--- src/rtl/com_if.sv ---
// Bus bundle for the 1-bit comparator "com": operands, clear and the registered results.
// Optional feature macro: COM_MISMATCH_CNT_EN adds the mismatch_cnt signal.
interface com_if #(
  parameter int CNT_W = 8
);

  // Legal counter widths are 2..16. Anything else stops elaboration here.
  if (CNT_W < 2 || CNT_W > 16) begin : g_bad_cnt_w
    $error("com_if: CNT_W must be in 2..16");
  end

  logic a;
  logic b;
  logic clr;
  logic c;
  logic gt;
  logic lt;
  logic mismatch_seen;
`ifdef COM_MISMATCH_CNT_EN
  logic [CNT_W-1:0] mismatch_cnt;
`endif

  // The stimulus side drives the operands and the clear, and observes the results.
  modport master (
    output a, b, clr,
    input  c, gt, lt, mismatch_seen
`ifdef COM_MISMATCH_CNT_EN
    , input mismatch_cnt
`endif
  );

  // The comparator itself receives the operands and the clear, and drives the results.
  modport slave (
    input  a, b, clr,
    output c, gt, lt, mismatch_seen
`ifdef COM_MISMATCH_CNT_EN
    , output mismatch_cnt
`endif
  );

endinterface

--- src/rtl/com.sv ---
// com: registered 1-bit magnitude comparator with a sticky mismatch flag.
// Optional feature macro: COM_MISMATCH_CNT_EN adds a saturating mismatch counter.
// rst_n is synchronous and active-low. No output has a combinational path from rst_n.
module com #(
  parameter int CNT_W = 8
) (
  input  logic  clk,
  input  logic  rst_n,
  com_if.slave  bus
);

  // Legal counter widths are 2..16. Anything else stops elaboration here.
  if (CNT_W < 2 || CNT_W > 16) begin : g_bad_cnt_w
    $error("com: CNT_W must be in 2..16");
  end

  logic c_q;
  logic gt_q;
  logic lt_q;
  logic seen_q;
  logic mismatch;

  assign mismatch = bus.a ^ bus.b;

  // Compare result register. The reset value reads as "equal" so that exactly one flag is high.
  // clr has no effect on this register.
  always_ff @(posedge clk) begin
    if (!rst_n) begin
      c_q  <= 1'b1;
      gt_q <= 1'b0;
      lt_q <= 1'b0;
    end else begin
      c_q  <= ~mismatch;
      gt_q <= bus.a & ~bus.b;
      lt_q <= ~bus.a & bus.b;
    end
  end

  // Sticky mismatch flag. When clr arrives on the same edge as a mismatch, clr wins.
  always_ff @(posedge clk) begin
    if (!rst_n) begin
      seen_q <= 1'b0;
    end else if (bus.clr) begin
      seen_q <= 1'b0;
    end else if (mismatch) begin
      seen_q <= 1'b1;
    end
  end

  assign bus.c             = c_q;
  assign bus.gt            = gt_q;
  assign bus.lt            = lt_q;
  assign bus.mismatch_seen = seen_q;

`ifdef COM_MISMATCH_CNT_EN
  logic [CNT_W-1:0] cnt_q;
  logic             cnt_full;

  assign cnt_full = &cnt_q;

  // Mismatch counter. It saturates at all-ones instead of wrapping, and clr has priority over counting.
  always_ff @(posedge clk) begin
    if (!rst_n) begin
      cnt_q <= '0;
    end else if (bus.clr) begin
      cnt_q <= '0;
    end else if (mismatch && !cnt_full) begin
      cnt_q <= cnt_q + 1'b1;
    end
  end

  assign bus.mismatch_cnt = cnt_q;
`endif

endmodule

--- src/flat_wrapper.sv ---
// flat-port wrapper written by rule: the top's interface ports become plain ports
module com_flat 
#(
  parameter int CNT_W = 8
)
  (clk, rst_n, bus_a, bus_b, bus_clr, bus_c, bus_gt, bus_lt, bus_mismatch_seen);
  com_if #(.CNT_W(CNT_W)) bus_i ();
  input  logic clk;
  input  logic rst_n;
  input wire logic [$bits(bus_i.a)-1:0] bus_a;
  input wire logic [$bits(bus_i.b)-1:0] bus_b;
  input wire logic [$bits(bus_i.clr)-1:0] bus_clr;
  output wire logic [$bits(bus_i.c)-1:0] bus_c;
  output wire logic [$bits(bus_i.gt)-1:0] bus_gt;
  output wire logic [$bits(bus_i.lt)-1:0] bus_lt;
  output wire logic [$bits(bus_i.mismatch_seen)-1:0] bus_mismatch_seen;
  assign bus_i.a = bus_a;
  assign bus_i.b = bus_b;
  assign bus_i.clr = bus_clr;
  assign bus_c = bus_i.c;
  assign bus_gt = bus_i.gt;
  assign bus_lt = bus_i.lt;
  assign bus_mismatch_seen = bus_i.mismatch_seen;
  com #(.CNT_W(CNT_W)) u_core (.clk(clk), .rst_n(rst_n), .bus(bus_i));
endmodule
--- config.mk ---
export PLATFORM = sky130hd
export DESIGN_NAME = com_flat
export DESIGN_NICKNAME = d
export VERILOG_FILES = /design/src/rtl/com_if.sv /design/src/rtl/com.sv /design/src/flat_wrapper.sv
export SDC_FILE = /design/constraint.sdc
export NUM_CORES = 1
export LEC_CHECK = 0
export ABC_CLOCK_PERIOD_IN_PS = 1500
export CAP_MARGIN = 10
export CORE_AREA = 5 5 42 44
export DETAILED_ROUTE_END_ITERATION = 8
export DIE_AREA = 0 0 47 49
export SYNTH_ARGS = -nofsm -noshare
export SYNTH_HDL_FRONTEND = slang
export SYNTH_SLANG_ARGS = --single-unit
--- constraint.sdc ---
create_clock -name clk -period 1.5 [get_ports clk]
set_input_delay 0.15 -clock clk [delete_from_list [all_inputs] [get_ports clk]]
set_output_delay 0.15 -clock clk [all_outputs]
set_load 0.05 [all_outputs]
## Yosys cells after proc, flatten, opt, wreduce, memory -nomap -nowiden

Index checks and enable logic that the tools add are counted.
W data, S select, Z words.

| storage, ports and cells | value |
|---|---|
| bits of input ports | 5 |
| flip-flop bits (word level) | 4 |
| output and inout bits | 4 |

| cells by class | value |
|---|---|
| reductions and logical operators | 1 |
| bitwise logic cells | 7 |

Operator list:

| cell | number |
|---|---|
| $not A1 Y1 | 4 |
| $and A1 B1 Y1 | 2 |
| $reduce_or A2 Y1 | 1 |
| $xor A1 B1 Y1 | 1 |

## Logic depth before layout (Yosys ltp)

Gate-level depths: netlist of run 1.

| logic depth | value |
|---|---|
| depth after elaboration | 2 |
| gate-level depth with buffers | 4 |
| gate-level depth less buffers | 4 |

## Least setup slack after synthesis of run 1

Ideal clock, no wire load.

| path | value |
|---|---|
| path kind | register -> register |
| start point | register, netlist name u_core.bus.mismatch_seen |
| end point | register u_core.seen_q, in the netlist u_core.bus.mismatch_seen |
| stages on the path, launching flop included | 3 |
| data arrival time | 0.855 ns |
| path slack | 0.573 ns |
| path through | dfxtp_1 -> nor2b_4 -> nor3b_2 |

RTL lines:

| what | line | source |
|---|---|---|
| to (signal assigned) | com.sv:42 | `seen_q <= 1'b0;` |
| to (signal assigned) | com.sv:44 | `seen_q <= 1'b0;` |
| to (signal assigned) | com.sv:46 | `seen_q <= 1'b1;` |
| to (decl) | com.sv:20 | `logic seen_q;` |

## Worst setup path in the final report of run 1

| path | value |
|---|---|
| start point | input port bus_b |
| end point | register u_core.seen_q, in the netlist u_core.bus.mismatch_seen |

| between the ends | value |
|---|---|
| cells in the longest elaborated chain, start to end | 1 |

RTL lines:

| what | line | source |
|---|---|---|
| from (decl) | flat_wrapper.sv:11 | `input wire logic [$bits(bus_i.b)-1:0] bus_b;` |
| $xor A1 B1 Y1 | com.sv:23 | `assign mismatch = bus.a ^ bus.b;` |

No other way between the ends.
A chain may end at the register's enable or synchronous reset.

==> reports/qor.yml, run 1 <==
worst_hold_path:
  hold_class: "in2reg"
  whs_path_depth: 2
floorplan:
  boundaryPins: 9
  num_rows: 14
  die_y_um: 49
  dieArea_sq_um: 2300
  fp.dieW_um: 47
  core_area_sq_um: 1400
  initial_core_util: 0.112
global_routing:
  grt_pass1_wl_um: 441
  overflow: 0
  grt_max_degree: 5
  antenna_found_initial: 0
  grt_pass1_vias: 117
  grt_util_all_layers: 0.0352
synth:
  synthXorXnorAreaFrac: 0
  syn_area_sq_um: 158
  yosys.area_share.adder: 0.159
  synth_compound_area_frac: 0
  postSynthAreaPerCell_sq_um: 12.1
  seq_area_frac_synth: 0.508
  synthMuxAreaShare: 0
  ys_ff_latch: 4
  synth_top_area_frac: 0.508
  synthTopCellsByArea: "dfxtp_1, ha_1, nor2b_4"
  ys_warn_count: 0
  synthCells: 13
  synth_top_family_by_area: "simple AND/OR/NAND/NOR gates"
  yosys.area_share.simple: 0.286
  synthDistinctLibCells: 7
  netlist.top_cell.by_area: "dfxtp_1"
  syn-num-nets: 20
cts:
  htree_levels: 1
  post_cts_buffers: 0
  cts_tree: "done"
  path_clk_slew_ns: 0.04
  cts_buffers: 3
  clock_latency_ns: 0.23
  cts_root_buf: "clkbuf_4"
  clock_sinks: 4
  clockBufferDepth: 2
  cts-resized-gates: 0
  holdBufCountCts: 0
setup_path:
  critical_path_class: "in2reg"
  start_kind: "input port"
  required_ns: 1.66
  cp_max_fo: 2
  end_kind: "register"
  r2r_cells: 2
  crit_arrival_ns: 1.24
timing:
  post-route-period-util: 0.714
  finalHoldViolations: 0
  tns_ns: 0
  rsz0062_at_grt: "false"
  fin_crit_ns: 1.07
  worst_pin_slew_ns: 0.146
  max_freq_mhz: 933
  relSlewSlack: 0.903
  setup_viol_count_final: 0
  skew_ns: 0
  final-max-slew-violation-count: 0
detailed_routing:
  wl_per_cell_um: 6.80
  drt-pass1-iter-count: 1
  drt-initial-drc-count: 0
  vias: 120
  drc: 0
  drtAntennaViolNets: 0
  wl_um: 272
  avgViaCountPerCell: 3.00
layout:
  final_cells: 40
  multi_input_area_sq_um: 70.1
  fin_nets: 33
  seq_area_sq_um: 80.1
  diodes: 0
  utilization: 0.193
  mostFrequentLayoutCells: "clkdlybuf4s50_1, buf_4, dfxtp_1"
  area_delta_synth_final_pct: 71.4
  n_fill_cell: 168
  drive_above_1_share: 0.375
power:
  power.switching_w: 0.0000757
  peakVddDrop_uv: 341
  clockPowerShare: 0.434
  power_switching_share: 0.249
  internal_power_w: 0.000229
  p_per_area_nw_per_um2: 1130
  leakage_nw: 0.128
  power_frac_comb: 0.187
  p_seq_frac: 0.380
  p_total_w: 0.000304
placed_design:
  dp_cells: 37
  io_buffers: 8
  finalWeightedCongestion: 0.541
job:
  maxCapViolations: 0
run_status:
  status: "finished clean"
kinds of logic (layout without fill, tap and decap cells):
logic type | count (synthesis) | after routing
flip-flops | 4 | 4
adder cells (fa/ha/maj) | 2 | 2
buffers and inverters | 2 | 13
AND/OR/NAND/NOR | 5 | 5
path summary, 6_finish.rpt:
kind | end | from | slack (ns)
worst min register to register | u_core.bus.mismatch_seen$_SDFFE_PP0P_ | u_core.bus.mismatch_seen$_SDFFE_PP0P_ | 0.53
worst min-delay path | u_core.bus.mismatch_seen$_SDFFE_PP0P_ | bus_clr | 0.47
worst max-delay path | u_core.bus.mismatch_seen$_SDFFE_PP0P_ | bus_b | 0.43
worst max register to register | u_core.bus.mismatch_seen$_SDFFE_PP0P_ | u_core.bus.mismatch_seen$_SDFFE_PP0P_ | 0.89
cell type report:
class                   instances  share of cell area
inverters                       2              0.0278
multi-input cells               7               0.259
flip-flops and latches          4               0.296
clock buffers                   3              0.0833
repair buffers                  8               0.259
well taps                      16              0.0741
power by group through the flow:
stage | combinational (W) | clock (W) | sequential, W
5_1_grt | 0.0000606 | 0.000148 | 0.000116
3_5_place_dp | 0.0000581 | 0 | 0.000117
6_report | 0.0000568 | 0.000132 | 0.000115
3_3_place_gp | 0.0000573 | 0 | 0.000117
2_1_floorplan | 0.0000134 | 0 | 0.000138
4_1_cts | 0.0000581 | 0.000139 | 0.000115
metrics by stage:
stage,setup slack (ns),hold slack (ns),instance area (sq um)
global route,0.382,0.481,270
CTS,0.412,0.469,270
detailed placement,0.165,0.525,248
floorplan,0.573,0.220,158
finish,0.429,0.474,270
global placement,0.183,0.516,248
layer usage:
metal,global-route usage,vias to the layer above,share of wire
met3,0.0554,0,0.24
li1,-,61,-
met1,0.0242,51,0.32
met5,0,-,0
met2,0.0339,8,0.43
met4,0.0415,0,0
cell usage after synthesis (all sizes together):
| library cell | count |
|---|---|
| dfxtp | 4 |
| inv | 2 |
| nand2b | 1 |
| nor2b | 1 |
| and2 | 2 |
| nor3b | 1 |
| ha | 2 |
critical path, stage by stage:
cell             delay, ns
clkdlybuf4s50_1       0.48
inv_1                 0.05
ha_1                  0.29
nor2b_4               0.13
nor3b_2               0.13
flip-flops by register name (all words and copies together), names as in the netlist:
name                      count
u_core.bus.gt                 1
u_core.bus.lt                 1
u_core.bus.c                  1
u_core.bus.mismatch_seen      1
(Power assumes the default switching activity.)
==> run 2: changes to the inputs <==
- ABC_CLOCK_PERIOD_IN_PS: 1500 -> 900
- clock period: 1.5 -> 0.9 ns (I/O delays scaled with it)
==> run 2 against run 1 <==
  * Clock skew stayed put
  * First-iteration DRC count stayed put
  * Register-to-register slack worse by 0.61 ns
  * Largest cell class is now buffers
  * Highest routed layer is now met4
==> reports/qor.yml, run 2 (synthesized netlist as in run 1, its figures left out) <==
power:
  peakVddDrop_uv: 467  # was 341 uV
  leakage_nw: 0.147  # was 0.128 nW
  p_per_area_nw_per_um2: 1680  # was 1130 nW/um^2
  p_total_w: 0.000536  # was 0.000304 W
cts:
  cts_tree: "done"  # unchanged
  cts_buffers: 3  # unchanged
  clock_sinks: 4  # unchanged
  cts_root_buf: "clkbuf_4"  # unchanged
  htree_levels: 1  # unchanged
  clock_latency_ns: 0.24  # was 0.23 ns
  clockBufferDepth: 2  # unchanged
  path_clk_slew_ns: 0.04  # about the same
timing:
  skew_ns: 0  # unchanged
  rsz0062_at_grt: "false"  # unchanged
  max_freq_mhz: 1190
  worst_pin_slew_ns: 0.117  # was 0.146 ns
  post-route-period-util: 0.932
  finalHoldViolations: 0  # unchanged
  relSlewSlack: 0.922  # was 0.903
  whs_ns: 0.323  # was 0.474 ns
  setup_viol_count_final: 0  # unchanged
  fin_crit_ns: 0.839
  final-max-slew-violation-count: 0  # unchanged
setup_path:
  required_ns: 0.81  # was 1.66 ns
  critical_path.max_stage_delay_ns: 0.37  # was 0.48 ns
  crit_arrival_ns: 0.75  # was 1.24 ns
  cp_max_fo: 2  # unchanged
  critical_path_class: "reg2out"  # was in2reg
  cp.buffers_inverters: 1  # was 2
  end_kind: "primary output"  # was register
  cp_top_family: "flip-flops"  # was buffers and inverters
  start_kind: "register"  # was input port
  crit_slowest_cell: "dfxtp_2"  # was clkdlybuf4s50_1
  crit_chain: "buf_12"  # was clkdlybuf4s50_1 -> inv_1 -> ha_1 -> nor2b_4 -> nor3b_2
detailed_routing:
  vias: 120  # unchanged
  drt-pass1-iter-count: 1  # unchanged
  drtAntennaViolNets: 0  # unchanged
  avgViaCountPerCell: 3.00  # unchanged
  drt-initial-drc-count: 0  # unchanged
  wl_um: 272  # unchanged
  drc: 0  # unchanged
  wl_per_cell_um: 6.80  # unchanged
global_routing:
  overflow: 0  # unchanged
  grt_pass1_wl_um: 503  # was 441 um
  grt_pass1_vias: 133  # was 117
  grt_util_all_layers: 0.0374  # was 0.0352
  antenna_found_initial: 0  # unchanged
  grt_max_degree: 5  # unchanged
layout:
  final_common_cell: "buf_12"
  mostFrequentLayoutCells: "buf_12, clkbuf_4, dfxtp_1"  # was clkdlybuf4s50_1, buf_4, dfxtp_1
  drive_above_1_share: 0.417  # was 0.375
  diodes: 0  # unchanged
  n_fill_cell: 159  # was 168
  fin_nets: 33  # unchanged
  area_delta_synth_final_pct: 102  # was 71.4%
floorplan:
  boundaryPins: 9  # unchanged
  initial_core_util: 0.112  # unchanged
  core_area_sq_um: 1400  # unchanged
  fp.dieW_um: 47  # unchanged
  dieArea_sq_um: 2300  # unchanged
  num_rows: 14  # unchanged
  die_y_um: 49  # unchanged
job:
  maxCapViolations: 0  # unchanged
placed_design:
  io_buffers: 8  # unchanged
  finalWeightedCongestion: 0.556  # was 0.541
worst_hold_path:
  hold_class: "in2reg"  # unchanged
run_status:
  status: "finished clean"  # unchanged
-- run 2: metal layers --
layer,wire length [um],up-vias,global-route usage,share of wire
li1,-,61,-,-
met1,73,50,0.0308,0.27
met2,144,7,0.0407,0.53
met3,46,2,0.0443,0.17
met4,8,0,0.0415,0.029
met5,0,-,0,0
-- run 2: per-stage QoR --
| step | TNS (ns) | utilization | setup slack, ns | area (sq um) | std cells |
|---|---|---|---|---|---|
| 5_1_grt | 0 | 0.228 | 0.0389 | 319 | 40 |
| 3_3_place_gp | -0.895 | 0.213 | -0.353 | 299 | 37 |
| 4_1_cts | 0 | 0.228 | 0.0513 | 319 | 40 |
| 6_report | 0 | 0.228 | 0.0612 | 319 | 40 |
| 3_5_place_dp | -0.928 | 0.213 | -0.364 | 299 | 37 |
| 2_1_floorplan | 0 | - | 0.140 | 159 | 13 |
-- run 2: cell type report --
cell class / instances / area (sq um) / area share
flip-flops and latches: 4 / 81.3 / 0.255
multi-input cells: 7 / 70.1 / 0.220
well taps: 16 / 20.0 / 0.0627
clock buffers: 3 / 22.5 / 0.0706
inverters: 2 / 7.51 / 0.0235
repair buffers: 8 / 118 / 0.369
-- run 2: power by group --
group	internal [W]	total, W	leakage (nW)	switching [W]
logic	0.0000641	0.000115	0.0994	0.0000505
clock network	0.000149	0.000223	0.0138	0.0000734
registers	0.000189	0.000199	0.0334	0.00000964
total	0.000402	0.000536	0.147	0.000134
-- run 2: final timing paths --
kind / slack [ns] / start / to / cells past startpoint
setup / recovery: 0.06 / u_core.bus.mismatch_seen$_SDFFE_PP0P_ / bus_mismatch_seen / 1
setup reg to reg: 0.28 / u_core.bus.mismatch_seen$_SDFFE_PP0P_ / u_core.bus.mismatch_seen$_SDFFE_PP0P_ / 2
hold / removal: 0.32 / bus_a / u_core.bus.c$_SDFF_PN1_ / 3
hold reg to reg: 0.53 / u_core.bus.mismatch_seen$_SDFFE_PP0P_ / u_core.bus.mismatch_seen$_SDFFE_PP0P_ / 2
-- run 2: what timing repair did --
action / in CTS / in global routing
hold endpoints to repair: 0 / 0
resized for setup: 2 / 0
setup endpoints to repair: 2 / 0
hold buffers: 0 / 0
setup buffers: 0 / 0
-- run 2: worst reg2reg max path: stages (launching register included) --
cell     delay (ns)
dfxtp_2        0.37
nor2b_4        0.05
nor3b_2        0.13
==> run 3: changes to the inputs <==
- SKIP_CTS_REPAIR_TIMING: default -> 1
==> run 3 against run 2 <==
  * Count of clock-buffer cells in the layout unchanged
  * Maximum frequency unchanged
  * Wire length increased by 2.2%
  * Cell count unchanged
  * Sequential share of layout area decreased by 0.59 points
  * Die area unchanged
  * Total power increased by 0.37%
  * Hold slack got worse by 0.087 ns
  * Via count unchanged
  * Critical path type unchanged
  * Largest cell class unchanged
==> reports/qor.yml, run 3 (synthesized netlist as in run 1, its figures left out) <==
global_routing:
  grt_pass1_vias: 133  # unchanged
  antenna_found_initial: 0  # unchanged
  grt_max_degree: 5  # unchanged
  grt_pass1_wl_um: 503  # unchanged
  grt_util_all_layers: 0.0374  # unchanged
  overflow: 0  # unchanged
floorplan:
  initial_core_util: 0.112  # unchanged
  core_area_sq_um: 1400  # unchanged
  num_rows: 14  # unchanged
  dieArea_sq_um: 2300  # unchanged
  boundaryPins: 9  # unchanged
  die_y_um: 49  # unchanged
  fp.dieW_um: 47  # unchanged
timing:
  rsz0062_at_grt: "false"  # unchanged
  post-route-period-util: 0.932  # unchanged
  final-max-slew-violation-count: 0  # unchanged
  tns_ns: 0  # unchanged
  fin_crit_ns: 0.839  # unchanged
  skew_ns: 0  # unchanged
  relSlewSlack: 0.920  # was 0.922
  setup_viol_count_final: 0  # unchanged
  whs_ns: 0.236  # was 0.323 ns
  worst_pin_slew_ns: 0.120  # was 0.117 ns
  max_freq_mhz: 1190  # unchanged
  finalHoldViolations: 0  # unchanged
setup_path:
  r2r_cells: 2  # unchanged
  cp_top_family: "flip-flops"  # unchanged
  cp_max_fo: 2  # unchanged
  crit_chain: "buf_12"  # unchanged
  crit_arrival_ns: 0.75  # about the same
  critical_path.max_stage_delay_ns: 0.37  # about the same
  r2r-start: "u_core.bus.mismatch_seen$_SDFFE_PP0P_"  # unchanged
  reg2reg_to: "u_core.bus.mismatch_seen$_SDFFE_PP0P_"  # unchanged
  cp.buffers_inverters: 1  # unchanged
  r2r_slack_ns: 0.28  # about the same
  critical_path_class: "reg2out"  # unchanged
  start_kind: "register"  # unchanged
  required_ns: 0.81  # about the same
  end_kind: "primary output"  # unchanged
  crit_slowest_cell: "dfxtp_2"  # unchanged
power:
  peakVddDrop_uv: 467  # about the same
  p_total_w: 0.000538  # was 0.000536 W
  p_per_area_nw_per_um2: 1650  # was 1680 nW/um^2
  leakage_nw: 0.162  # was 0.147 nW
layout:
  diodes: 0  # unchanged
  fin_nets: 33  # unchanged
  final_common_cell: "buf_12"  # unchanged
  multi_input_area_sq_um: 70.1  # unchanged
  drive_above_1_share: 0.417  # unchanged
  area_delta_synth_final_pct: 107  # was 102%
  n_fill_cell: 159  # unchanged
  mostFrequentLayoutCells: "buf_12, clkbuf_4, dfxtp_1"  # unchanged
  final_cells: 40  # unchanged
  seq_area_sq_um: 81.3  # unchanged
  utilization: 0.233  # was 0.228
detailed_routing:
  vias: 120  # unchanged
  drtAntennaViolNets: 0  # unchanged
  drt-pass1-iter-count: 1  # unchanged
  wl_per_cell_um: 6.95  # was 6.80 um
  avgViaCountPerCell: 3.00  # unchanged
  wl_um: 278  # was 272 um
  drt-initial-drc-count: 0  # unchanged
  drc: 0  # unchanged
worst_hold_path:
  hold_start: "bus_a"  # unchanged
  whs_path_depth: 3  # unchanged
  min_to: "u_core.bus.c$_SDFF_PN1_"  # unchanged
  hold_class: "in2reg"  # unchanged
cts:
  clock_latency_ns: 0.24  # about the same
  cts_buffers: 3  # unchanged
  cts_tree: "done"  # unchanged
  path_clk_slew_ns: 0.04  # about the same
  cts_root_buf: "clkbuf_4"  # unchanged
  htree_levels: 1  # unchanged
  clock_sinks: 4  # unchanged
  clockBufferDepth: 2  # unchanged
placed_design:
  io_buffers: 8  # unchanged
  finalWeightedCongestion: 0.556  # unchanged
  dp_cells: 37  # unchanged
job:
  maxCapViolations: 0  # unchanged
run_status:
  status: "finished clean"  # unchanged
run 3: worst reg2reg max path, stage by stage, from the launching register on:
cell	delay (ns)
dfxtp_2	0.37
nor2b_4	0.05
nor3b_2	0.13
run 3: through the flow:
| stage | instance area (sq um) | worst slack [ns] |
|---|---|---|
| final | 327 | 0.0612 |
| after global routing | 327 | 0.0389 |
| after CTS | 322 | -0.113 |
| after detailed placement | 299 | -0.364 |
| after global placement | 299 | -0.353 |
| after floorplan | 159 | 0.140 |
run 3: layer usage:
metal / vias up / part of all wire / track usage / routed length, um
met1: 50 / 0.28 / 0.0308 / 79
met3: 2 / 0.17 / 0.0443 / 46
li1: 61 / - / - / -
met4: 0 / 0.029 / 0.0415 / 8
met2: 7 / 0.52 / 0.0407 / 144
met5: - / 0 / 0 / 0
run 3: worst max-delay path by stage:
stage                                     startpoint                               endpoint  slack, ns  cells after the start
2_1_floorplan  u_core.bus.mismatch_seen$_SDFFE_PP0P_  u_core.bus.mismatch_seen$_SDFFE_PP0P_       0.14                      2
3_3_place_gp                                   bus_b  u_core.bus.mismatch_seen$_SDFFE_PP0P_      -0.35                      5
3_5_place_dp                                   bus_b  u_core.bus.mismatch_seen$_SDFFE_PP0P_      -0.36                      5
4_1_cts                                        bus_b  u_core.bus.mismatch_seen$_SDFFE_PP0P_      -0.11                      5
5_1_grt                      u_core.bus.c$_SDFF_PN1_                                  bus_c       0.04                      1
6_report       u_core.bus.mismatch_seen$_SDFFE_PP0P_                      bus_mismatch_seen       0.06                      1
run 3: power by group:
| group | total (W) | switching [W] | internal [W] | leakage [nW] |
|---|---|---|---|---|
| Combinational | 0.000117 | 0.0000507 | 0.0000660 | 0.115 |
| Clock | 0.000223 | 0.0000734 | 0.000149 | 0.0138 |
| Sequential | 0.000199 | 0.00000964 | 0.000189 | 0.0334 |
run 3: final cells by class:
type | count | area share
clock buffer | 3 | 0.0690
inverter | 2 | 0.0230
multi-input combinational | 7 | 0.215
sequential | 4 | 0.249
tap | 16 | 0.0613
timing repair buffer | 8 | 0.383
